<file path="src/rtl/rv_csr_unit_pkg.sv">
// rtl/rv_csr_unit_pkg.sv - shared widths, CSR op encodings and FP-CSR address constants
package rv_csr_unit_pkg;

    localparam int UUID_BITS     = 8;
    localparam int NUM_THREADS   = 4;
    localparam int NUM_WARPS     = 4;
    localparam int NW_BITS       = 2;
    localparam int CSR_ADDR_BITS = 12;
    localparam int LANE_BITS     = $clog2(NUM_THREADS);

    // Encoding 3 is reserved and behaves as set-bits.
    typedef enum logic [1:0] {
        CSR_OP_RW  = 2'd0,
        CSR_OP_RS  = 2'd1,
        CSR_OP_RC  = 2'd2,
        CSR_OP_RSV = 2'd3
    } csr_op_e;

    localparam logic [CSR_ADDR_BITS-1:0] CSR_FFLAGS   = 12'h001;
    localparam logic [CSR_ADDR_BITS-1:0] CSR_FRM      = 12'h002;
    localparam logic [CSR_ADDR_BITS-1:0] CSR_FCSR     = 12'h003;
    localparam logic [CSR_ADDR_BITS-1:0] CSR_MSCRATCH = 12'h340;
    localparam logic [CSR_ADDR_BITS-1:0] CSR_MEPC     = 12'h341;
    localparam logic [CSR_ADDR_BITS-1:0] CSR_MCYCLE   = 12'hB00;

    function automatic logic is_fp_csr(input logic [CSR_ADDR_BITS-1:0] addr);
        return (addr == CSR_FFLAGS) || (addr == CSR_FRM) || (addr == CSR_FCSR);
    endfunction

endpackage

</file>
<file path="src/rtl/rv_csr_unit_if.sv">
// rtl/rv_csr_unit_if.sv - dispatch request, CSR array ports and commit response bundle
//   slave  : the CSR unit side (takes requests, drives CSR ports and the response)
//   master : dispatch / CSR array / commit side
interface rv_csr_unit_if;
    import rv_csr_unit_pkg::*;

    logic                          req_valid;
    logic                          req_ready;
    logic [UUID_BITS-1:0]          req_uuid;
    logic [NW_BITS-1:0]            req_wid;
    logic [NUM_THREADS-1:0]        req_tmask;
    logic [31:0]                   req_PC;
    logic [1:0]                    req_op;
    logic                          req_use_imm;
    logic [4:0]                    req_rs1;
    logic [NUM_THREADS*32-1:0]     req_rs1_data;
    logic [CSR_ADDR_BITS-1:0]      req_addr;
    logic [4:0]                    req_rd;
    logic                          req_wb;

    logic [NUM_WARPS-1:0]          fpu_pending;

    logic                          csr_read_enable;
    logic [UUID_BITS-1:0]          csr_read_uuid;
    logic [CSR_ADDR_BITS-1:0]      csr_read_addr;
    logic [NW_BITS-1:0]            csr_read_wid;
    logic [31:0]                   csr_read_data;

    logic                          csr_write_enable;
    logic [UUID_BITS-1:0]          csr_write_uuid;
    logic [CSR_ADDR_BITS-1:0]      csr_write_addr;
    logic [NW_BITS-1:0]            csr_write_wid;
    logic [31:0]                   csr_write_data;

    logic                          busy;
    logic                          rsp_valid;
    logic                          rsp_ready;
    logic [UUID_BITS-1:0]          rsp_uuid;
    logic [NW_BITS-1:0]            rsp_wid;
    logic [NUM_THREADS-1:0]        rsp_tmask;
    logic [31:0]                   rsp_PC;
    logic [4:0]                    rsp_rd;
    logic                          rsp_wb;
    logic [NUM_THREADS*32-1:0]     rsp_data;

    modport slave (
        input  req_valid, req_uuid, req_wid, req_tmask, req_PC, req_op, req_use_imm,
               req_rs1, req_rs1_data, req_addr, req_rd, req_wb, fpu_pending,
               csr_read_data, rsp_ready,
        output req_ready, csr_read_enable, csr_read_uuid, csr_read_addr, csr_read_wid,
               csr_write_enable, csr_write_uuid, csr_write_addr, csr_write_wid, csr_write_data,
               busy, rsp_valid, rsp_uuid, rsp_wid, rsp_tmask, rsp_PC, rsp_rd, rsp_wb, rsp_data
    );

    modport master (
        output req_valid, req_uuid, req_wid, req_tmask, req_PC, req_op, req_use_imm,
               req_rs1, req_rs1_data, req_addr, req_rd, req_wb, fpu_pending,
               csr_read_data, rsp_ready,
        input  req_ready, csr_read_enable, csr_read_uuid, csr_read_addr, csr_read_wid,
               csr_write_enable, csr_write_uuid, csr_write_addr, csr_write_wid, csr_write_data,
               busy, rsp_valid, rsp_uuid, rsp_wid, rsp_tmask, rsp_PC, rsp_rd, rsp_wb, rsp_data
    );

endinterface

</file>
<file path="src/rtl/rv_csr_unit_alu.sv">
// rtl/rv_csr_unit_alu.sv - operand select, lowest-active-lane pick, read-modify-write value
//   i_op/i_use_imm/i_rs1/i_rs1_data/i_tmask : decoded request fields
//   i_old      : current CSR value from the read port
//   o_new      : value to write back
//   o_suppress : set/clear with rs1==0 (x0 or uimm 0) must not write
module rv_csr_unit_alu
    import rv_csr_unit_pkg::*;
(
    input  logic [1:0]               i_op,
    input  logic                     i_use_imm,
    input  logic [4:0]               i_rs1,
    input  logic [NUM_THREADS*32-1:0] i_rs1_data,
    input  logic [NUM_THREADS-1:0]   i_tmask,
    input  logic [31:0]              i_old,
    output logic [31:0]              o_new,
    output logic                     o_suppress
);

    logic [LANE_BITS-1:0] w_lane;
    logic [31:0]          w_src;

    // Scan from the top lane down so the lowest set bit wins; an empty mask stays on lane 0.
    always_comb begin
        w_lane = '0;
        for (int k = NUM_THREADS - 1; k >= 0; k--) begin
            if (i_tmask[k]) begin
                w_lane = LANE_BITS'(k);
            end
        end
    end

    always_comb begin
        w_src = i_use_imm ? {27'b0, i_rs1} : i_rs1_data[{w_lane, 5'b0} +: 32];
        case (csr_op_e'(i_op))
            CSR_OP_RW: o_new = w_src;
            CSR_OP_RC: o_new = i_old & ~w_src;
            default:   o_new = i_old | w_src;
        endcase
        o_suppress = (csr_op_e'(i_op) != CSR_OP_RW) && (i_rs1 == 5'd0);
    end

endmodule

</file>
<file path="src/rtl/rv_csr_unit.sv">
// rtl/rv_csr_unit.sv - CSR access issue: handshake, FP-CSR hazard stall, one-entry response register
//   clk, reset : clock, synchronous active-high reset
//   bus        : rv_csr_unit_if.slave (request, CSR read/write ports, commit response)
//   Optional feature macro: RV_CSR_FPU_HAZARD_EN (FP-CSR stall while the warp has FPU ops in flight)
module rv_csr_unit
    import rv_csr_unit_pkg::*;
#(
    parameter int CORE_ID = 0
) (
    input  logic         clk,
    input  logic         reset,
    rv_csr_unit_if.slave bus
);

    localparam int unused_core_id = CORE_ID;

    logic                      w_stall;
    logic                      w_fire;
    logic [31:0]               w_new;
    logic                      w_suppress;

    logic                      r_rsp_valid;
    logic [UUID_BITS-1:0]      r_rsp_uuid;
    logic [NW_BITS-1:0]        r_rsp_wid;
    logic [NUM_THREADS-1:0]    r_rsp_tmask;
    logic [31:0]               r_rsp_pc;
    logic [4:0]                r_rsp_rd;
    logic                      r_rsp_wb;
    logic [NUM_THREADS*32-1:0] r_rsp_data;

`ifdef RV_CSR_FPU_HAZARD_EN
    assign w_stall = is_fp_csr(bus.req_addr) & bus.fpu_pending[bus.req_wid];
`else
    logic [NUM_WARPS-1:0] w_unused_fpu;
    assign w_unused_fpu = bus.fpu_pending;
    assign w_stall      = 1'b0;
`endif

    // Holding ready low in reset keeps both CSR ports quiet during that cycle.
    assign bus.req_ready = ~reset & ~w_stall & (~r_rsp_valid | bus.rsp_ready);
    assign w_fire        = bus.req_valid & bus.req_ready;

    rv_csr_unit_alu u_alu (
        .i_op       (bus.req_op),
        .i_use_imm  (bus.req_use_imm),
        .i_rs1      (bus.req_rs1),
        .i_rs1_data (bus.req_rs1_data),
        .i_tmask    (bus.req_tmask),
        .i_old      (bus.csr_read_data),
        .o_new      (w_new),
        .o_suppress (w_suppress)
    );

    assign bus.csr_read_enable  = w_fire;
    assign bus.csr_read_uuid    = bus.req_uuid;
    assign bus.csr_read_addr    = bus.req_addr;
    assign bus.csr_read_wid     = bus.req_wid;

    assign bus.csr_write_enable = w_fire & ~w_suppress;
    assign bus.csr_write_uuid   = bus.req_uuid;
    assign bus.csr_write_addr   = bus.req_addr;
    assign bus.csr_write_wid    = bus.req_wid;
    assign bus.csr_write_data   = w_new;

    always_ff @(posedge clk) begin
        if (reset) begin
            r_rsp_valid <= 1'b0;
            r_rsp_uuid  <= '0;
            r_rsp_wid   <= '0;
            r_rsp_tmask <= '0;
            r_rsp_pc    <= '0;
            r_rsp_rd    <= '0;
            r_rsp_wb    <= 1'b0;
            r_rsp_data  <= '0;
        end else if (w_fire) begin
            r_rsp_valid <= 1'b1;
            r_rsp_uuid  <= bus.req_uuid;
            r_rsp_wid   <= bus.req_wid;
            r_rsp_tmask <= bus.req_tmask;
            r_rsp_pc    <= bus.req_PC;
            r_rsp_rd    <= bus.req_rd;
            r_rsp_wb    <= bus.req_wb;
            r_rsp_data  <= {NUM_THREADS{bus.csr_read_data}};
        end else if (bus.rsp_ready) begin
            r_rsp_valid <= 1'b0;
        end
    end

    assign bus.rsp_valid = r_rsp_valid;
    assign bus.busy      = r_rsp_valid;
    assign bus.rsp_uuid  = r_rsp_uuid;
    assign bus.rsp_wid   = r_rsp_wid;
    assign bus.rsp_tmask = r_rsp_tmask;
    assign bus.rsp_PC    = r_rsp_pc;
    assign bus.rsp_rd    = r_rsp_rd;
    assign bus.rsp_wb    = r_rsp_wb;
    assign bus.rsp_data  = r_rsp_data;

endmodule

</file>
<file path="src/flat_wrapper.sv">
// flat-port wrapper written by rule: the top's interface ports become plain ports
module rv_csr_unit_flat import rv_csr_unit_pkg::*;
#(
    parameter int CORE_ID = 0
)
  (clk, reset, bus_req_valid, bus_req_uuid, bus_req_wid, bus_req_tmask, bus_req_PC, bus_req_op, bus_req_use_imm, bus_req_rs1, bus_req_rs1_data, bus_req_addr, bus_req_rd, bus_req_wb, bus_fpu_pending, bus_csr_read_data, bus_rsp_ready, bus_req_ready, bus_csr_read_enable, bus_csr_read_uuid, bus_csr_read_addr, bus_csr_read_wid, bus_csr_write_enable, bus_csr_write_uuid, bus_csr_write_addr, bus_csr_write_wid, bus_csr_write_data, bus_busy, bus_rsp_valid, bus_rsp_uuid, bus_rsp_wid, bus_rsp_tmask, bus_rsp_PC, bus_rsp_rd, bus_rsp_wb, bus_rsp_data);
  rv_csr_unit_if bus_i ();
  input  logic clk;
  input  logic reset;
  input wire logic [$bits(bus_i.req_valid)-1:0] bus_req_valid;
  input wire logic [$bits(bus_i.req_uuid)-1:0] bus_req_uuid;
  input wire logic [$bits(bus_i.req_wid)-1:0] bus_req_wid;
  input wire logic [$bits(bus_i.req_tmask)-1:0] bus_req_tmask;
  input wire logic [$bits(bus_i.req_PC)-1:0] bus_req_PC;
  input wire logic [$bits(bus_i.req_op)-1:0] bus_req_op;
  input wire logic [$bits(bus_i.req_use_imm)-1:0] bus_req_use_imm;
  input wire logic [$bits(bus_i.req_rs1)-1:0] bus_req_rs1;
  input wire logic [$bits(bus_i.req_rs1_data)-1:0] bus_req_rs1_data;
  input wire logic [$bits(bus_i.req_addr)-1:0] bus_req_addr;
  input wire logic [$bits(bus_i.req_rd)-1:0] bus_req_rd;
  input wire logic [$bits(bus_i.req_wb)-1:0] bus_req_wb;
  input wire logic [$bits(bus_i.fpu_pending)-1:0] bus_fpu_pending;
  input wire logic [$bits(bus_i.csr_read_data)-1:0] bus_csr_read_data;
  input wire logic [$bits(bus_i.rsp_ready)-1:0] bus_rsp_ready;
  output wire logic [$bits(bus_i.req_ready)-1:0] bus_req_ready;
  output wire logic [$bits(bus_i.csr_read_enable)-1:0] bus_csr_read_enable;
  output wire logic [$bits(bus_i.csr_read_uuid)-1:0] bus_csr_read_uuid;
  output wire logic [$bits(bus_i.csr_read_addr)-1:0] bus_csr_read_addr;
  output wire logic [$bits(bus_i.csr_read_wid)-1:0] bus_csr_read_wid;
  output wire logic [$bits(bus_i.csr_write_enable)-1:0] bus_csr_write_enable;
  output wire logic [$bits(bus_i.csr_write_uuid)-1:0] bus_csr_write_uuid;
  output wire logic [$bits(bus_i.csr_write_addr)-1:0] bus_csr_write_addr;
  output wire logic [$bits(bus_i.csr_write_wid)-1:0] bus_csr_write_wid;
  output wire logic [$bits(bus_i.csr_write_data)-1:0] bus_csr_write_data;
  output wire logic [$bits(bus_i.busy)-1:0] bus_busy;
  output wire logic [$bits(bus_i.rsp_valid)-1:0] bus_rsp_valid;
  output wire logic [$bits(bus_i.rsp_uuid)-1:0] bus_rsp_uuid;
  output wire logic [$bits(bus_i.rsp_wid)-1:0] bus_rsp_wid;
  output wire logic [$bits(bus_i.rsp_tmask)-1:0] bus_rsp_tmask;
  output wire logic [$bits(bus_i.rsp_PC)-1:0] bus_rsp_PC;
  output wire logic [$bits(bus_i.rsp_rd)-1:0] bus_rsp_rd;
  output wire logic [$bits(bus_i.rsp_wb)-1:0] bus_rsp_wb;
  output wire logic [$bits(bus_i.rsp_data)-1:0] bus_rsp_data;
  assign bus_i.req_valid = bus_req_valid;
  assign bus_i.req_uuid = bus_req_uuid;
  assign bus_i.req_wid = bus_req_wid;
  assign bus_i.req_tmask = bus_req_tmask;
  assign bus_i.req_PC = bus_req_PC;
  assign bus_i.req_op = bus_req_op;
  assign bus_i.req_use_imm = bus_req_use_imm;
  assign bus_i.req_rs1 = bus_req_rs1;
  assign bus_i.req_rs1_data = bus_req_rs1_data;
  assign bus_i.req_addr = bus_req_addr;
  assign bus_i.req_rd = bus_req_rd;
  assign bus_i.req_wb = bus_req_wb;
  assign bus_i.fpu_pending = bus_fpu_pending;
  assign bus_i.csr_read_data = bus_csr_read_data;
  assign bus_i.rsp_ready = bus_rsp_ready;
  assign bus_req_ready = bus_i.req_ready;
  assign bus_csr_read_enable = bus_i.csr_read_enable;
  assign bus_csr_read_uuid = bus_i.csr_read_uuid;
  assign bus_csr_read_addr = bus_i.csr_read_addr;
  assign bus_csr_read_wid = bus_i.csr_read_wid;
  assign bus_csr_write_enable = bus_i.csr_write_enable;
  assign bus_csr_write_uuid = bus_i.csr_write_uuid;
  assign bus_csr_write_addr = bus_i.csr_write_addr;
  assign bus_csr_write_wid = bus_i.csr_write_wid;
  assign bus_csr_write_data = bus_i.csr_write_data;
  assign bus_busy = bus_i.busy;
  assign bus_rsp_valid = bus_i.rsp_valid;
  assign bus_rsp_uuid = bus_i.rsp_uuid;
  assign bus_rsp_wid = bus_i.rsp_wid;
  assign bus_rsp_tmask = bus_i.rsp_tmask;
  assign bus_rsp_PC = bus_i.rsp_PC;
  assign bus_rsp_rd = bus_i.rsp_rd;
  assign bus_rsp_wb = bus_i.rsp_wb;
  assign bus_rsp_data = bus_i.rsp_data;
  rv_csr_unit #(.CORE_ID(CORE_ID)) u_core (.clk(clk), .reset(reset), .bus(bus_i));
endmodule
</file>
<file path="config.mk">
export PLATFORM = sky130hd
export DESIGN_NAME = rv_csr_unit_flat
export DESIGN_NICKNAME = d
export VERILOG_FILES = /design/src/rtl/rv_csr_unit_pkg.sv /design/src/rtl/rv_csr_unit_if.sv /design/src/rtl/rv_csr_unit_alu.sv /design/src/rtl/rv_csr_unit.sv /design/src/flat_wrapper.sv
export SDC_FILE = /design/constraint.sdc
export NUM_CORES = 1
export LEC_CHECK = 0
export CAP_MARGIN = 10
export CELL_PAD_IN_SITES_DETAIL_PLACEMENT = 1
export CELL_PAD_IN_SITES_GLOBAL_PLACEMENT = 1
export CORE_AREA = 2 2 196 198
export DETAILED_ROUTE_END_ITERATION = 16
export DIE_AREA = 0 0 198 200
export PLACE_DENSITY_LB_ADDON = 0.1
export SLEW_MARGIN = 30
export SYNTH_ARGS = -nofsm -noshare
export SYNTH_HDL_FRONTEND = slang
export SYNTH_SLANG_ARGS = --single-unit
</file>
<file path="constraint.sdc">
create_clock -name clk -period 4 [get_ports clk]
set_input_delay 0.4 -clock clk [delete_from_list [all_inputs] [get_ports clk]]
set_output_delay 0.4 -clock clk [all_outputs]
set_load 0.05 [all_outputs]
</file>
==> impl_metrics.py <==
metrics = {
    "floorplanning": {
        "rows": 71,
        "coreArea_um2": 37400,
        "fp.dieH_um": 200,
        "ios": 501,
        "dieArea_um2": 39600,
        "fp.dieW_um": 198,
        "start_util": 0.160,
    },
    "critical_path": {
        "arrival_ps": 2970,
        "path_delay_family": "buffers and inverters",
        "crit_slowest_cell": "clkdlybuf4s50_1",
        "setup.worst_path.start_class": "input port",
        "required_ps": 3600,
        "worstSetupEndpointType": "primary output",
        "worstSetupPathType": "in -> out",
        "worst-path-buf-inv": 3,
        "path_cells": "buf_2 > buf_4 > nand4bb_1 > a21oi_1 > a2111oi_2 > mux2i_1 > clkdlybuf4s50_1",
        "crit_fanout": 32,
        "slowest_delay_ps": 840,
    },
    "clock_tree": {
        "cts_tree": "yes",
        "cts_buffers": 9,
        "cts-root-buf": "clkbuf_16",
        "path_clk_slew_ps": 70,
        "cts_resized": 0,
        "insertion_delay_ps": 360,
        "post_cts_buffers": 0,
        "cts_sinks": 85,
        "hold_buffers": 0,
        "htreeDepth": 3,
        "clockBufferDepth": 2,
    },
    "layout": {
        "area_growth_pct": 73.9,
        "stdcell_area_um2": 10400,
        "nets": 1293,
        "final_layout_size_suffix_gt1_frac": 0.0737,
        "fillers": 4388,
    },
    "power": {
        "vdd_drop_max_v": 0.000221,
        "p_clk_frac": 0.253,
        "swShare": 0.422,
        "seqPwrFrac": 0.283,
        "power.density_nw_per_um2": 329,
        "p_leak_nw": 3.60,
        "pwr-share-comb": 0.464,
        "p_sw_mw": 1.44,
        "p_int_mw": 1.97,
    },
    "flow_run": {
        "cap_viol_max_count": 0,
    },
    "placed_design": {
        "gp_congestion": 0.709,
        "dpl-instance-area_um2": 10100,
        "place_hpwl_mm": 24.2,
        "io_buffers": 460,
    },
    "synthesis": {
        "async_reset_ff_frac": 0,
        "syn_inst": 769,
        "syn-num-nets": 1009,
        "yosysTopAreaCellShare": 0.285,
        "ys_seq_elements": 85,
        "ys_seq_area_frac": 0.285,
        "yosysTopAreaCell": "dfxtp_1",
        "ys_warn_count": 0,
        "syn_avg_cell_area_um2": 7.76,
        "synth_cell_types": 25,
        "synth_edf_count": 0,
        "synth.cell_area_um2": 5970,
        "ys.flop_type": "dfxtp_1",
        "synth.area.top_cells": "dfxtp_1 (29%), buf_4 (18%), nand2b_1 (8.8%)",
    },
    "drt": {
        "postRouteAntennaNets": 0,
        "drc": 0,
        "vias_per_cell": 4.06,
        "num_vias": 6405,
        "wl_per_cell_um": 20.2,
        "first_pass_iters": 5,
        "drt-initial-drc-count": 246,
        "wl_mm": 31.9,
    },
    "sta": {
        "max_freq_mhz": 297,
        "slew-limit-headroom": 0.431,
        "rsz0062_at_grt": "false",
        "tightestPinTransition_ps": 853,
        "finalSetupViolCount": 0,
        "tns_ps": 0,
        "period_needed_ps": 3370,
        "finClkSkew_ps": 9.47,
        "period_share": 0.843,
        "hold_violations": 0,
        "maxSlewViolCount": 0,
    },
    "global_route": {
        "grt_pass1_vias": 6759,
        "overflow": 0,
        "antenna_found_initial": 8,
        "grt.total_usage": 0.156,
        "grt_max_degree": 165,
        "grt_pass1_wl_mm": 45.5,
    },
    "min_path": {
        "hold_class": "in -> reg",
    },
    "status": {
        "status": "complete, no violations",
    },
}
## synth_stat cells (21+ instances only)
cell and count:
o21ai_0 84, buf_2 21, clkbuf_1 37, mux2i_1 32, buf_4 143, a31oi_1 32
a21oi_1 32, nand2b_1 84, dfxtp_1 85, a222oi_1 27, nand2_1 122, nor4b_1 27
## layout make-up
type	instances	area, um2	area share
timing repair buffer	478	4790	0.462
multi-input combinational	479	2940	0.283
sequential	85	1700	0.164
tap	511	639	0.0616
clock buffer	11	243	0.0234
clock inverter	5	42.5	0.00410
antenna	7	17.5	0.00169
## state kept, by name (all words and copies together) (netlist names)
| name | count |
|---|---|
| u_core.bus.busy | 1 |
| u_core.bus.rsp_PC | 32 |
| u_core.bus.rsp_data | 32 |
| u_core.bus.rsp_rd | 5 |
| u_core.bus.rsp_tmask | 4 |
| u_core.bus.rsp_uuid | 8 |
| u_core.bus.rsp_wb | 1 |
| u_core.bus.rsp_wid | 2 |
## layout by cell type, fill, tap and decap left out
cell             count
buf_12              12
nor4b_4              1
a222oi_1            27
nand4bb_1            5
dfxtp_1             85
or2_2                1
and3_1               5
clkinv_4             1
a21oi_1             32
inv_6                3
clkbuf_1             1
or2_4                1
nor2b_1              6
nor4b_1             27
buf_2                6
diode_2              7
nor2_4               1
a2111oi_2            5
nand2b_1            84
nor3_1               1
clkdlybuf4s50_1    427
nor3b_4              1
a31oi_1             32
o21ai_0             84
clkbuf_16            9
buf_4               33
nor2b_4              2
clkinvlp_4           1
mux2i_1             32
nor2_1               9
clkbuf_8             1
o41a_1               1
nand2_1            122
## stage by stage
step / power, mW / instances / setup WS (ps) / hold slack (ps) / utilization
after floorplan: 2.03 / 769 / 1270 / 509 / -
after global placement: 2.58 / 1553 / 610 / 459 / 0.269
after detailed placement: 2.59 / 1553 / 617 / 466 / 0.269
after CTS: 3.50 / 1569 / 600 / 425 / 0.277
after global routing: 3.59 / 1570 / 425 / 457 / 0.277
final: 3.41 / 1576 / 628 / 445 / 0.277
## worst min-delay path: stages
cell     delay, ps
buf_2          120
nor3b_4         90
nand2_1         70
o21ai_0         70
## power by group through the flow
stage	combinational [mW]	sequential, mW	clock [mW]
after floorplan	0.845	1.19	0
after global placement	1.60	0.984	0
after detailed placement	1.60	0.987	0
after CTS	1.60	0.969	0.927
after global routing	1.66	0.977	0.948
final	1.58	0.965	0.862
## per-layer routing
metal	wire, um	share of wire	global-route usage
met5	24	0.00075	0
met2	15100	0.47	0.267
met1	12900	0.41	0.178
met3	3580	0.11	0.0754
met4	284	0.0089	0.0315
## logic make-up after synthesis
family                 Yosys count  share of synthesized area
buffers and inverters          205                      0.227
AOI/OAI and AO/OA              181                      0.191
DFF                             85                      0.285
and+or+nand+nor                266                      0.243
muxes                           32                     0.0537
## worst paths after layout
check / depth (start not counted) / to / slack (ps) / from
setup reg to reg: 4 / u_core.bus.rsp_data[105] / 1950 / u_core.bus.busy
hold reg to reg: 2 / u_core.bus.rsp_wb / 470 / u_core.bus.rsp_wb
setup / recovery: 7 / bus_csr_write_data[1] / 630 / bus_req_tmask[2]
hold / removal: 4 / u_core.bus.rsp_data[99] / 440 / reset
Note: power is estimated with default switching activity, not from simulation.
